==> config.mk <==
export PLATFORM = sky130hd
export DESIGN_NAME = cd_config_multi_flat
export DESIGN_NICKNAME = d
export VERILOG_FILES = /design/src/rtl/cd_config_multi_pkg.sv /design/src/rtl/cd_config_multi_if.sv /design/src/rtl/cd_cfg_channel.sv /design/src/rtl/cd_config_multi.sv /design/src/flat_wrapper.sv
export SDC_FILE = /design/constraint.sdc
export NUM_CORES = 1
export LEC_CHECK = 0
export CORE_MARGIN = 4
export CORE_UTILIZATION = 53
export DETAILED_ROUTE_END_ITERATION = 6
export PLACE_DENSITY_LB_ADDON = 0.3
export SLEW_MARGIN = 20
export SYNTH_ARGS = -nofsm -noshare
export SYNTH_HDL_FRONTEND = slang
export SYNTH_HIERARCHICAL = 1
export SYNTH_SLANG_ARGS = --single-unit
==> constraint.sdc <==
create_clock -name clk -period 1.3 [get_ports clk]
set_clock_uncertainty 0.15 [all_clocks]
set_input_delay 0.39 -clock clk [delete_from_list [all_inputs] [get_ports clk]]
set_output_delay 0.39 -clock clk [all_outputs]
set_load 0.01 [all_outputs]
==> src/rtl/cd_config_multi_pkg.sv <==
// Shared definitions for the multi-channel clock-divider configuration block:
// address map, code names, default limit table and reset codes, width helper.
package cd_config_multi_pkg;

    localparam int unsigned CLR_ERR_ADDR = 0;
    localparam int unsigned CH_BASE_ADDR = 1;

    localparam int unsigned DEF_NUM_CH            = 4;
    localparam int unsigned DEF_WIDTH_CONFIG_ADDR = 4;
    localparam int unsigned DEF_WIDTH_CONFIG_DATA = 8;
    localparam int unsigned DEF_WIDTH_CODE        = 3;
    localparam int unsigned DEF_NUM_CODES         = 8;
    localparam int unsigned DEF_WIDTH_LIMIT       = 16;
    localparam int unsigned DEF_TIMEOUT           = 1023;

    // Packed concatenations: the leftmost element lands in the highest slot.
    localparam logic [DEF_NUM_CODES*DEF_WIDTH_LIMIT-1:0] DEF_LIMIT_TABLE = {
        16'd0, 16'd1, 16'd446, 16'd868, 16'd2604, 16'd5208, 16'd10416, 16'd20832
    };
    localparam logic [DEF_NUM_CH*DEF_WIDTH_CODE-1:0] DEF_RESET_CODES = {
        3'd2, 3'd6, 3'd2, 3'd2
    };

    typedef enum logic [2:0] {
        CODE_20832 = 3'd0,
        CODE_10416 = 3'd1,
        CODE_5208  = 3'd2,
        CODE_2604  = 3'd3,
        CODE_868   = 3'd4,
        CODE_446   = 3'd5,
        CODE_1     = 3'd6,
        CODE_OFF   = 3'd7
    } cd_code_e;

    typedef enum logic {
        CH_IDLE = 1'b0,
        CH_PEND = 1'b1
    } ch_state_e;

    function automatic int unsigned cnt_width(input int unsigned max_val);
        return (max_val < 2) ? 1 : $clog2(max_val + 1);
    endfunction

endpackage

==> src/rtl/cd_config_multi_if.sv <==
// Config bus plus divider-side signals of the clock-divider configuration block.
interface cd_config_multi_if
    import cd_config_multi_pkg::*;
#(
    parameter int unsigned NUM_CH            = DEF_NUM_CH,
    parameter int unsigned WIDTH_CONFIG_ADDR = DEF_WIDTH_CONFIG_ADDR,
    parameter int unsigned WIDTH_CONFIG_DATA = DEF_WIDTH_CONFIG_DATA,
    parameter int unsigned WIDTH_LIMIT       = DEF_WIDTH_LIMIT
);
    logic [WIDTH_CONFIG_ADDR-1:0]  c_addr;
    logic [WIDTH_CONFIG_DATA-1:0]  c_data;
    logic                          c_valid;
    logic [NUM_CH-1:0]             div_wrap;
    logic [NUM_CH*WIDTH_LIMIT-1:0] limit;
    logic [NUM_CH-1:0]             ch_ready;
    logic                          cfg_err;

    modport master (
        output c_addr, c_data, c_valid, div_wrap,
        input  limit, ch_ready, cfg_err
    );

    modport slave (
        input  c_addr, c_data, c_valid, div_wrap,
        output limit, ch_ready, cfg_err
    );
endinterface

==> src/rtl/cd_cfg_channel.sv <==
// One divider channel: IDLE/PEND FSM, pending and active limit registers.
// Optional forced commit after TIMEOUT PEND cycles with CD_CFG_WRAP_TIMEOUT_EN.
module cd_cfg_channel
    import cd_config_multi_pkg::*;
#(
    parameter int unsigned             WIDTH_LIMIT = DEF_WIDTH_LIMIT,
    parameter int unsigned             TIMEOUT     = DEF_TIMEOUT,
    parameter logic [WIDTH_LIMIT-1:0]  RESET_LIMIT = '0
) (
    input  logic                   clk,
    input  logic                   rst,
    input  logic                   wr_en,
    input  logic [WIDTH_LIMIT-1:0] wr_limit,
    input  logic                   wrap,
    output logic [WIDTH_LIMIT-1:0] limit,
    output logic                   ready
);
    ch_state_e              state_q, state_d;
    logic                   load_pend, commit, timeout_hit;
    logic [WIDTH_LIMIT-1:0] pend_q, limit_q;

`ifdef CD_CFG_WRAP_TIMEOUT_EN
    localparam int unsigned CW = cnt_width(TIMEOUT);
    logic [CW-1:0] cnt_q;

    // Restarted by every accepted write, including one that re-arms PEND.
    always_ff @(posedge clk or posedge rst) begin
        if (rst) begin
            cnt_q <= '0;
        end else if (load_pend) begin
            cnt_q <= '0;
        end else if (state_q == CH_PEND) begin
            cnt_q <= cnt_q + 1'b1;
        end
    end

    assign timeout_hit = (state_q == CH_PEND) && (cnt_q == CW'(TIMEOUT - 1));
`else
    localparam int unsigned unused_timeout = TIMEOUT;
    assign timeout_hit = 1'b0;
`endif

    always_ff @(posedge clk or posedge rst) begin
        if (rst) begin
            state_q <= CH_IDLE;
        end else begin
            state_q <= state_d;
        end
    end

    // A write coinciding with a commit commits the old value first, then re-arms.
    always_comb begin
        state_d   = state_q;
        load_pend = 1'b0;
        commit    = 1'b0;
        case (state_q)
            CH_IDLE: begin
                if (wr_en) begin
                    load_pend = 1'b1;
                    state_d   = CH_PEND;
                end
            end
            CH_PEND: begin
                load_pend = wr_en;
                if (wrap || timeout_hit) begin
                    commit  = 1'b1;
                    state_d = wr_en ? CH_PEND : CH_IDLE;
                end
            end
            default: state_d = CH_IDLE;
        endcase
    end

    always_ff @(posedge clk or posedge rst) begin
        if (rst) begin
            pend_q  <= '0;
            limit_q <= RESET_LIMIT;
        end else begin
            if (commit) begin
                limit_q <= pend_q;
            end
            if (load_pend) begin
                pend_q <= wr_limit;
            end
        end
    end

    assign limit = limit_q;
    assign ready = (state_q == CH_IDLE);

endmodule

==> src/rtl/cd_config_multi.sv <==
// Multi-channel clock-divider configuration: decodes config writes into
// per-channel limits committed on divider wrap. Option: CD_CFG_WRAP_TIMEOUT_EN.
module cd_config_multi
    import cd_config_multi_pkg::*;
#(
    parameter int unsigned                         NUM_CH            = DEF_NUM_CH,
    parameter int unsigned                         WIDTH_CONFIG_ADDR = DEF_WIDTH_CONFIG_ADDR,
    parameter int unsigned                         WIDTH_CONFIG_DATA = DEF_WIDTH_CONFIG_DATA,
    parameter int unsigned                         WIDTH_CODE        = DEF_WIDTH_CODE,
    parameter int unsigned                         NUM_CODES         = DEF_NUM_CODES,
    parameter int unsigned                         WIDTH_LIMIT       = DEF_WIDTH_LIMIT,
    parameter logic [NUM_CODES*WIDTH_LIMIT-1:0]    LIMIT_TABLE       = DEF_LIMIT_TABLE,
    parameter logic [NUM_CH*WIDTH_CODE-1:0]        RESET_CODES       = DEF_RESET_CODES,
    parameter int unsigned                         TIMEOUT           = DEF_TIMEOUT
) (
    input logic              clk,
    input logic              rst,
    cd_config_multi_if.slave cfg
);
    logic [WIDTH_CODE-1:0]         code;
    logic [WIDTH_LIMIT-1:0]        tbl_limit;
    logic                          code_ok;
    logic [31:0]                   addr_w;
    logic                          addr_is_ch, err_set, err_clr;
    logic [NUM_CH-1:0]             wr_en;
    logic [NUM_CH-1:0]             ready_w;
    logic [NUM_CH*WIDTH_LIMIT-1:0] limit_w;
    logic                          cfg_err_q;

    generate
        if (WIDTH_CONFIG_DATA > WIDTH_CODE) begin : g_data_hi
            logic unused_data_hi;
            assign unused_data_hi = ^cfg.c_data[WIDTH_CONFIG_DATA-1:WIDTH_CODE];
        end
    endgenerate

    // Codes beyond the table leave tbl_limit at zero, so one test covers both cases.
    always_comb begin
        code      = cfg.c_data[WIDTH_CODE-1:0];
        tbl_limit = '0;
        for (int unsigned i = 0; i < NUM_CODES; i++) begin
            if (code == WIDTH_CODE'(i)) begin
                tbl_limit = LIMIT_TABLE[i*WIDTH_LIMIT +: WIDTH_LIMIT];
            end
        end
        code_ok    = (tbl_limit != '0);
        addr_w     = 32'(cfg.c_addr);
        addr_is_ch = (addr_w >= CH_BASE_ADDR) && (addr_w < CH_BASE_ADDR + NUM_CH);
        err_set    = cfg.c_valid &&
                     ((addr_is_ch && !code_ok) || (addr_w >= CH_BASE_ADDR + NUM_CH));
        err_clr    = cfg.c_valid && (addr_w == CLR_ERR_ADDR);
        wr_en      = '0;
        for (int unsigned k = 0; k < NUM_CH; k++) begin
            wr_en[k] = cfg.c_valid && code_ok && (addr_w == k + CH_BASE_ADDR);
        end
    end

    always_ff @(posedge clk or posedge rst) begin
        if (rst) begin
            cfg_err_q <= 1'b0;
        end else if (err_set) begin
            cfg_err_q <= 1'b1;
        end else if (err_clr) begin
            cfg_err_q <= 1'b0;
        end
    end

    for (genvar k = 0; k < NUM_CH; k++) begin : g_ch
        localparam logic [WIDTH_CODE-1:0]  RC = RESET_CODES[k*WIDTH_CODE +: WIDTH_CODE];
        localparam logic [WIDTH_LIMIT-1:0] RL = LIMIT_TABLE[int'(RC)*WIDTH_LIMIT +: WIDTH_LIMIT];

        cd_cfg_channel #(
            .WIDTH_LIMIT (WIDTH_LIMIT),
            .TIMEOUT     (TIMEOUT),
            .RESET_LIMIT (RL)
        ) u_ch (
            .clk      (clk),
            .rst      (rst),
            .wr_en    (wr_en[k]),
            .wr_limit (tbl_limit),
            .wrap     (cfg.div_wrap[k]),
            .limit    (limit_w[k*WIDTH_LIMIT +: WIDTH_LIMIT]),
            .ready    (ready_w[k])
        );
    end

    assign cfg.limit    = limit_w;
    assign cfg.ch_ready = ready_w;
    assign cfg.cfg_err  = cfg_err_q;

endmodule

==> src/flat_wrapper.sv <==
// flat-port wrapper written by rule: the top's interface ports become plain ports
module cd_config_multi_flat import cd_config_multi_pkg::*;
#(
    parameter int unsigned                         NUM_CH            = DEF_NUM_CH,
    parameter int unsigned                         WIDTH_CONFIG_ADDR = DEF_WIDTH_CONFIG_ADDR,
    parameter int unsigned                         WIDTH_CONFIG_DATA = DEF_WIDTH_CONFIG_DATA,
    parameter int unsigned                         WIDTH_CODE        = DEF_WIDTH_CODE,
    parameter int unsigned                         NUM_CODES         = DEF_NUM_CODES,
    parameter int unsigned                         WIDTH_LIMIT       = DEF_WIDTH_LIMIT,
    parameter logic [NUM_CODES*WIDTH_LIMIT-1:0]    LIMIT_TABLE       = DEF_LIMIT_TABLE,
    parameter logic [NUM_CH*WIDTH_CODE-1:0]        RESET_CODES       = DEF_RESET_CODES,
    parameter int unsigned                         TIMEOUT           = DEF_TIMEOUT
)
  (clk, rst, cfg_c_addr, cfg_c_data, cfg_c_valid, cfg_div_wrap, cfg_limit, cfg_ch_ready, cfg_cfg_err);
  cd_config_multi_if #(.NUM_CH(NUM_CH), .WIDTH_CONFIG_ADDR(WIDTH_CONFIG_ADDR), .WIDTH_CONFIG_DATA(WIDTH_CONFIG_DATA), .WIDTH_LIMIT(WIDTH_LIMIT)) cfg_i ();
  input logic clk;
  input logic rst;
  input wire logic [$bits(cfg_i.c_addr)-1:0] cfg_c_addr;
  input wire logic [$bits(cfg_i.c_data)-1:0] cfg_c_data;
  input wire logic [$bits(cfg_i.c_valid)-1:0] cfg_c_valid;
  input wire logic [$bits(cfg_i.div_wrap)-1:0] cfg_div_wrap;
  output wire logic [$bits(cfg_i.limit)-1:0] cfg_limit;
  output wire logic [$bits(cfg_i.ch_ready)-1:0] cfg_ch_ready;
  output wire logic [$bits(cfg_i.cfg_err)-1:0] cfg_cfg_err;
  assign cfg_i.c_addr = cfg_c_addr;
  assign cfg_i.c_data = cfg_c_data;
  assign cfg_i.c_valid = cfg_c_valid;
  assign cfg_i.div_wrap = cfg_div_wrap;
  assign cfg_limit = cfg_i.limit;
  assign cfg_ch_ready = cfg_i.ch_ready;
  assign cfg_cfg_err = cfg_i.cfg_err;
  cd_config_multi #(.NUM_CH(NUM_CH), .WIDTH_CONFIG_ADDR(WIDTH_CONFIG_ADDR), .WIDTH_CONFIG_DATA(WIDTH_CONFIG_DATA), .WIDTH_CODE(WIDTH_CODE), .NUM_CODES(NUM_CODES), .WIDTH_LIMIT(WIDTH_LIMIT), .LIMIT_TABLE(LIMIT_TABLE), .RESET_CODES(RESET_CODES), .TIMEOUT(TIMEOUT)) u_core (.clk(clk), .rst(rst), .cfg(cfg_i));
endmodule
# ---- Yosys cells after proc, flatten, opt, wreduce, memory -nomap -nowiden
# Cells that the tools add are included.
dict set report classes {
  magnitude_cmp 3
  eq_ne 11
  mux 34
  n_bitwise 4
  reduce_logical 15
}
# op count
set op_table {}
lappend op_table {{$mux W15} 8}
lappend op_table {{$mux W1} 18}
lappend op_table {{$pmux W1 S2} 8}
lappend op_table {{$reduce_bool A16 Y1} 1}
lappend op_table {{$eq A3 B3 Y1 const B} 4}
lappend op_table {{$logic_and A1 B1 Y1} 9}
lappend op_table {{$eq A4 B2 Y1 const B} 2}
lappend op_table {{$eq A3 B2 Y1 const B} 2}
lappend op_table {{$eq A4 B1 Y1 const B} 1}
lappend op_table {{$eq A4 B3 Y1 const B} 1}
lappend op_table {{$ge A4 B1 Y1 const B} 1}
lappend op_table {{$ge A4 B3 Y1 const B} 1}
lappend op_table {{$logic_not A4 Y1} 1}
lappend op_table {{$lt A4 B3 Y1 const B} 1}
lappend op_table {{$not A1 Y1} 4}
lappend op_table {{$eq A3 B1 Y1 const B} 1}
lappend op_table {{$logic_not A3 Y1} 1}
lappend op_table {{$reduce_bool A2 Y1} 1}
lappend op_table {{$logic_not A1 Y1} 1}
lappend op_table {{$logic_or A1 B1 Y1} 1}
dict set report totals {
  ff_bits 133
  input_bits 19
  out_inout_bits 69
  elab_cells 80
}

# ---- Logic depth before layout (Yosys ltp)
# Gate-level depths: netlist of run 1.
dict set report depth {
  word_depth 15
  depth_mapped 7
  ltp_nobuf 5
}

# ---- By module
# Netlist of run 1, hierarchy kept.
# module n_inst cells_each area_each_um2 seq_area_each_um2
set by_module_without_submodules {}
lappend by_module_without_submodules {{cd_cfg_channel at u_core.g_ch[0].u_ch ...} 3 72 1295.0 832.0}
lappend by_module_without_submodules {{cd_cfg_channel at u_core.g_ch[2].u_ch} 1 72 1290.0 827.0}
lappend by_module_without_submodules {cd_config_multi 1 40 254.0 25.0}

# ---- Least setup slack after synthesis of run 1
# Ideal clock, no wire load.
dict set report synth_timing {
  path_type {input port to flip-flop}
  from {input cfg_c_data[0]}
  to {register u_core.g_ch[1].u_ch.pend_q[0]}
  setup_time_ns 0.125
  t_arrival_ns 1.961
  t_required_ns 1.025
  slack_ns -0.935
  cell_stages 7
  n_path_buf 3
  cell_sequence {buf_6 -> and3_4 -> or4b_4 -> nor3b_2 -> buf_4 -> buf_6 -> mux2_2}
}
dict set report synth_via {
  elab_chain_len 14
  elab_cells_between_ends 21
  cone_classes {eq/ne: 7; mux: 10; reduce/logical: 4}
}
# item line_no
set synth_lines {}
lappend synth_lines {{start: declaration} flat_wrapper.sv:19} ;# input wire logic [$bits(cfg_i.c_data)-1:0] cfg_c_data;
lappend synth_lines {{$logic_not A3 Y1} cd_config_multi.sv:42} ;# if (code == WIDTH_CODE'(i)) begin
lappend synth_lines {{$mux W15 (7 in a row)} cd_config_multi.sv:42}
lappend synth_lines {{$mux W15 *} cd_config_multi.sv:42}
lappend synth_lines {{$reduce_bool A16 Y1 *} cd_config_multi.sv:46} ;# code_ok = (tbl_limit != '0);
lappend synth_lines {{$logic_and A1 B1 Y1 * (2 in a row)} cd_config_multi.sv:54} ;# wr_en[k] = cfg.c_valid && code_ok && (addr_w == k + CH_BASE_ADDR);
lappend synth_lines {{via u_core.wr_en[1]} cd_config_multi.sv:25} ;# logic [NUM_CH-1:0] wr_en;
lappend synth_lines {{$mux W1} cd_cfg_channel.sv:58} ;# if (wr_en) begin
lappend synth_lines {{$pmux W1 S2 *} cd_cfg_channel.sv:56} ;# case (state_q)
lappend synth_lines {{end signal: assignment} cd_cfg_channel.sv:83} ;# pend_q <= wr_limit;
lappend synth_lines {{end: declaration} cd_cfg_channel.sv:20} ;# logic [WIDTH_LIMIT-1:0] pend_q, limit_q;
# The timed path passes the listed nets; every way through them passes the cells marked *.
# A chain may end at the register's enable or synchronous reset.

# ---- Worst setup path in the final report of run 1
dict set report layout_timing {
  from {input cfg_c_data[2]}
  to {register u_core.g_ch[2].u_ch.pend_q[9]}
}
dict set report layout_via {
  elab_chain_len 14
  elab_cells_between_ends 21
  cone_classes {eq/ne: 7; mux: 10; reduce/logical: 4}
}
# item line_no
set layout_lines {}
lappend layout_lines {{$logic_not A3 Y1} cd_config_multi.sv:42}
lappend layout_lines {{$mux W15 (7 in a row)} cd_config_multi.sv:42}
lappend layout_lines {{$mux W15 *} cd_config_multi.sv:42}
lappend layout_lines {{$reduce_bool A16 Y1 *} cd_config_multi.sv:46}
lappend layout_lines {{$logic_and A1 B1 Y1 * (2 in a row)} cd_config_multi.sv:54}
lappend layout_lines {{via u_core.wr_en[2]} cd_config_multi.sv:25}
lappend layout_lines {{$mux W1} cd_cfg_channel.sv:58}
lappend layout_lines {{$pmux W1 S2 *} cd_cfg_channel.sv:56}
lappend layout_lines {{end signal: assignment} cd_cfg_channel.sv:83}
lappend layout_lines {{end: declaration} cd_cfg_channel.sv:20}
# Marked as above.

==> reports/qor.csv, run 1 <==
metric,value,unit
drv_slew,0,
final_cell_mix,"116 x dfrtp_1, 104 x mux2_4, 92 x buf_4",
antenna_found_initial,0,
critPathSlowestCell,or4b_4,
maxSlewHeadroom,0.470,
fin_ws,-0.537,ns
synth_cell_types,27,
grt_pass1_vias,3869,
routed_via_density,5.28,
endpoint_kind,flip-flop,
utilization,0.820,
worstPathArrival,2.08,ns
syn_inst,328,
cp_max_fo,8,
area_growth_syn_to_layout,49.0,%
clk_latency,0.51,ns
fmax,544,MHz
gp_congestion,0.810,
clkSinkCount,133,
max_stage_delay,0.58,ns
die_w,109,µm
dp_cells,603,
grt_max_degree,34,
cts_buffer_depth,2,
io_pins,88,
diodes,0,
leakagePower,4.22,nW
grt_overflow_total,0,
cts-root-buf,clkbuf_8,
num-nets-final,555,
drt_wl_total,14.6,mm
min_path_type,primary input to asynchronous set/reset pin,
synth_area_per_cell,16.6,µm²
drv_cap,0,
grt_pass1_wl,21.8,mm
crit_type,primary input to flip-flop,
num_rows,36,
hold_viol,0,
vias,3601,
drive_gt1_frac,0.699,
syn_area,5430,µm²
p_total,13.0,mW
placed_cell_area,6930,µm²
yosysSeqAreaShare,0.617,
final-instance-count-excl-fill,682,
required,1.54,ns
critical-path-top-delay-family,simple AND/OR/NAND/NOR gates,
ys_warn_count,6,
firstDrtPassIters,4,
hold-worst-slack,0.150,ns
design_area,8090,µm²
io_buffer_count,82,
rsz0062_at_grt,true,
tightest_slew,0.787,ns
powerDensity,1610,nW/µm²
ir_worst_vdd,1160,µV
htreeDepth,4,
crit_top_cell,buf_6,
first_iter_violations,146,
floorplan.initialDensity,0.550,
clk_pin_slew_worst_paths,0.06,ns
place_hpwl,7.97,mm
setup_violations,142,
drtAntennaViolNets,0,
period_share,1.41,
grt_usage,0.250,
numCtsBuffers,17,
die_y,109,µm
core_area,9860,µm²
die-area,11900,µm²
fin_crit,1.84,ns
cp-start-kind,primary input,
ys_ff_latch,133,
wl_per_cell,21.5,µm
path_cells,buf_6 -> and3_4 -> or4b_4 -> buf_6 -> nor2_4 -> buf_12 -> buf_16 -> mux2_4,
status,finished with violations,
violations,setup timing,
critPathBufInv,4,
drc,0,
cts_tree,yes,
final_common_cell,dfrtp_1,
## metrics by stage
step / worst slack, ns / TNS [ns]
CTS: -0.483 / -44.33
floorplan: -0.912 / -50.24
global placement: -1.29 / -121.43
global route: -0.538 / -49.30
detailed placement: -1.30 / -123.22
finish: -0.537 / -46.37
## routing by layer
layer | vias up | share of wire | global-route usage
li1 | 1558 | - | -
met2 | 131 | 0.51 | 0.428
met3 | 34 | 0.047 | 0.0557
met5 | - | 0 | 0
met4 | 0 | 0.027 | 0.0944
met1 | 1878 | 0.41 | 0.312
## what timing repair did
item / 4_1_cts / 5_1_grt
cloned: 6 / 2
setup endpoints to repair: 159 / 275
hold buffers: 1 / 0
resized for setup: 385 / 43
setup buffers: 28 / 15
hold endpoints to repair: 1 / 0
pin swaps: 5 / 2
## flip-flops by register name, summed over array words and instances, names as in the netlist
signal	flops
u_core/g_ch.u_ch/limit	64
u_core/g_ch.u_ch/pend_q	64
u_core/g_ch.u_ch/state_q	4
u_core/cfg.cfg_err	1
## where the power goes
part	internal, mW	leakage [nW]	total (mW)	switching (mW)
Sequential	4.97	1.71	5.46	0.495
Combinational	1.83	2.23	2.84	1.01
Clock	3.02	0.279	4.73	1.71
## Yosys cell counts
| cell | number | area share |
|---|---|---|
| nor3b_2 | 2 | 0.0046 |
| or2b_1 | 1 | 0.0014 |
| nand2b_1 | 2 | 0.0023 |
| buf_4 | 4 | 0.0055 |
| o21ai_0 | 4 | 0.0037 |
| clkbuf_1 | 1 | 0.00069 |
| dfrtp_1 | 117 | 0.54 |
| buf_6 | 5 | 0.010 |
| mux2_4 | 40 | 0.11 |
| and3_4 | 1 | 0.0021 |
| mux2_2 | 88 | 0.18 |
| or4b_4 | 1 | 0.0025 |
| nand2_4 | 4 | 0.0083 |
| o21bai_1 | 4 | 0.0055 |
| conb_1 | 1 | 0.00069 |
| or4b_2 | 1 | 0.0018 |
| buf_12 | 4 | 0.015 |
| nor2_1 | 8 | 0.0055 |
| inv_1 | 12 | 0.0083 |
| nor3_1 | 1 | 0.00092 |
| or2_2 | 1 | 0.0012 |
| o22ai_1 | 1 | 0.0012 |
| nand2_1 | 5 | 0.0035 |
| nor4b_1 | 2 | 0.0032 |
| a21oi_1 | 1 | 0.00092 |
| dfstp_2 | 16 | 0.077 |
| and3_1 | 1 | 0.0012 |
## area by class of cell
type,instances,area (µm²)
Clock buffer,24,460
Clock inverter,8,124
Fill cell,483,1780
Inverter,12,45.0
Multi-Input combinational cell,175,2250
Sequential cell,133,3350
Tap cell,133,166
Timing Repair Buffer,197,1690
## path summary, 6_finish.rpt
check	start	slack, ns	cells after the start	to
max	cfg_c_data[2]	-0.54	8	u_core/g_ch[2].u_ch/pend_q[9]$_DFFE_PP0P_
min in group clk	cfg_c_addr[2]	0.25	4	u_core/cfg.cfg_err$_DFFE_PP0P_
min reg2reg	u_core/g_ch[3].u_ch/limit[8]$_DFFE_PP0P_	0.35	1	u_core/g_ch[3].u_ch/limit[8]$_DFFE_PP0P_
max in group asynchronous	rst	0.36	3	u_core/g_ch[0].u_ch/limit[10]$_DFFE_PP1P_
max reg2reg	u_core/g_ch[0].u_ch/state_q$_DFF_PP0_	-0.03	3	u_core/g_ch[0].u_ch/limit[5]$_DFFE_PP0P_
min	rst	0.15	2	u_core/cfg.cfg_err$_DFFE_PP0P_
## cell families (layout without fill, tap and decap cells)
logic type | Yosys count | after routing | synth area share
AOI/OAI and AO/OA | 10 | 10 | 0.0113
buffers and inverters | 26 | 241 | 0.0396
DFF | 133 | 133 | 0.617
muxes | 128 | 128 | 0.293
other | 1 | 4 | 0.000691
and+or+nand+nor | 30 | 33 | 0.0385
Power figures use the tool's default switching activity.
==> run 2, diff against run 1 <==
--- a/config.mk
+++ b/config.mk
@@ -8,7 +8,8 @@
 export CORE_MARGIN = 4
 export CORE_UTILIZATION = 53
 export DETAILED_ROUTE_END_ITERATION = 6
-export PLACE_DENSITY_LB_ADDON = 0.3
+export HOLD_SLACK_MARGIN = 0.15
+export PLACE_DENSITY_LB_ADDON = 0.05
 export SLEW_MARGIN = 20
 export SYNTH_ARGS = -nofsm -noshare
 export SYNTH_HDL_FRONTEND = slang
==> run 2 against run 1 <==
The flow still finishes with violations (setup timing); worst setup slack improved by 0.034 ns; flip-flop and latch count did not move; sequential power is essentially flat; combinational power is 1% lower; clock power down 2%.
==> reports/qor.csv, run 2 (synthesis gave the netlist of run 1 again) <==
metric,value,unit,change
status,finished with violations,,
violations,setup timing,,
antenna_found_initial,0,,unchanged
drive_gt1_frac,0.697,,-0.00237
cts-root-buf,clkbuf_8,,
final_cell_mix,"117 x dfrtp_1, 107 x mux2_4, 90 x buf_4",,
p_switching,3.19,mW,-0.85%
die_w,109,µm,unchanged
htreeDepth,4,,unchanged
clk_pin_slew_worst_paths,0.06,ns,about the same
core_area,9860,µm²,unchanged
final_common_cell,dfrtp_1,,
fin_crit,1.80,ns,-0.0340 ns
drc,0,,unchanged
area_growth_syn_to_layout,49.2,%,
clkPwrFrac,0.359,,-0.004
grt_max_degree,34,,unchanged
hold_viol,0,,unchanged
firstDrtPassIters,4,,unchanged
die-area,11900,µm²,unchanged
grt_pass1_wl,20.6,mm,-5.8%
grt_pass1_vias,3811,,-1.5%
post-place-ws,-1.35,ns,-0.0503 ns
p_sw_frac,0.247,,+0.000638
first_iter_violations,118,,-19%
crit_type,primary input to flip-flop,,
combPwrFrac,0.217,,about the same
io_buffer_count,82,,unchanged
die_y,109,µm,unchanged
cts_tree,yes,,
fin_ws,-0.503,ns,+0.0340 ns
cellInternalPower,9.70,mW,-1.2%
required,1.54,ns,about the same
setup_violations,137,,-3.5%
drv_slew,0,,unchanged
num_rows,36,,unchanged
grt_overflow_total,0,,unchanged
cts_buffer_depth,2,,unchanged
sequentialPowerShare,0.423,,+0.004
gp_congestion,0.828,,+2.2%
cp-start-kind,primary input,,
gr-usage-met2,0.402,,-0.0259
fmax,555,MHz,+1.9%
numCtsBuffers,17,,unchanged
powerDensity,1590,nW/µm²,-1.3%
endpoint_kind,flip-flop,,
routed_via_density,5.15,,-2.5%
maxSlewHeadroom,0.546,,+0.0756
drtAntennaViolNets,0,,unchanged
grt_usage,0.234,,-0.0159
num-fill-cells,503,,+4.1%
drv_cap,0,,unchanged
worstPathArrival,2.05,ns,-0.03 ns
clkSinkCount,133,,unchanged
tightest_slew,0.676,ns,-0.110 ns
diodes,0,,unchanged
cp_max_fo,8,,unchanged
min_path_type,primary input to flip-flop,,
vias,3506,,-2.6%
num-nets-final,554,,-0.18%
p_total,12.9,mW,-1.1%
place_hpwl,7.54,mm,-5.5%
floorplan.initialDensity,0.550,,unchanged
grt.met3_usage,0.0432,,-0.0124
hold-worst-slack,0.186,ns,+0.0366 ns
io_pins,88,,unchanged
busiest_layer,met2,,
grtUsageMet1,0.289,,-0.0228
leakagePower,4.22,nW,+0.16%
ir_worst_vdd,972,µV,-16%
drt_wl_total,14.1,mm,-3.4%
clk_latency,0.51,ns,about the same
period_share,1.39,,-0.0261
rsz0062_at_grt,true,,
wl_per_cell,20.8,µm,-3.2%
run 2: power by group through the flow:
stage	logic (mW)	clock network, mW	registers (mW)
floorplan	0.999	0	5.53
global placement	2.38	0	5.42
detailed placement	2.44	0	5.46
CTS	2.53	4.67	5.41
global route	2.97	4.90	5.53
finish	2.80	4.63	5.46
run 2: path summary, 6_finish.rpt:
path / cells after the start / slack, ns / to / from
setup / recovery: 6 / -0.50 / u_core/g_ch[0].u_ch/pend_q[5]$_DFFE_PP0P_ / cfg_c_addr[2]
hold / removal: 2 / 0.19 / u_core/g_ch[3].u_ch/state_q$_DFF_PP0_ / cfg_div_wrap[3]
setup reg to reg: 3 / 0.01 / u_core/g_ch[0].u_ch/limit[7]$_DFFE_PP0P_ / u_core/g_ch[0].u_ch/state_q$_DFF_PP0_
hold reg to reg: 1 / 0.35 / u_core/g_ch[2].u_ch/limit[6]$_DFFE_PP0P_ / u_core/g_ch[2].u_ch/limit[6]$_DFFE_PP0P_
max in group asynchronous: 4 / 0.20 / u_core/cfg.cfg_err$_DFFE_PP0P_ / rst
min in group asynchronous: 3 / 0.21 / u_core/g_ch[2].u_ch/pend_q[0]$_DFFE_PP0P_ / rst
run 2: layer usage:
layer  share of wire  vias up
met1            0.41     1815
met5               0        -
met3           0.040       28
li1                -     1558
met2            0.52      105
met4           0.029        0
run 2: worst max-delay path: stages:
cell	delay [ns]
clkdlybuf4s15_2	0.21
or4b_4	0.59
nor3b_4	0.23
buf_6	0.15
clkbuf_16	0.16
mux2_4	0.31
run 2: layout make-up:
cell class              instances  area [µm²]  share of cell area
flip-flops and latches        133        3350               0.413
repair buffers                195        1670               0.206
clock buffers                  24         480              0.0593
well taps                     133         166              0.0205
clock inverters                 8         100              0.0124
inverters                      12        45.0             0.00556
multi-input cells             176        2290               0.283
run 2: metrics by stage:
step,cell area (µm²),std cells,TNS [ns],utilization
floorplan,5510,331,-50.24,-
global placement,6870,592,-123.69,0.696
detailed placement,6870,592,-126.05,0.696
CTS,7770,664,-47.59,0.788
global route,8100,681,-50.20,0.821
finish,8100,681,-46.96,0.821
run 2: repair_timing:
| action | 4_1_cts | 5_1_grt |
|---|---|---|
| hold buffers | 1 | 0 |
| buffers inserted | 32 | 17 |
| hold endpoints to repair | 1 | 0 |
| resized for setup | 372 | 48 |
| setup endpoints to repair | 173 | 158 |
| cloned | 7 | 3 |
| pin swaps | 7 | 4 |
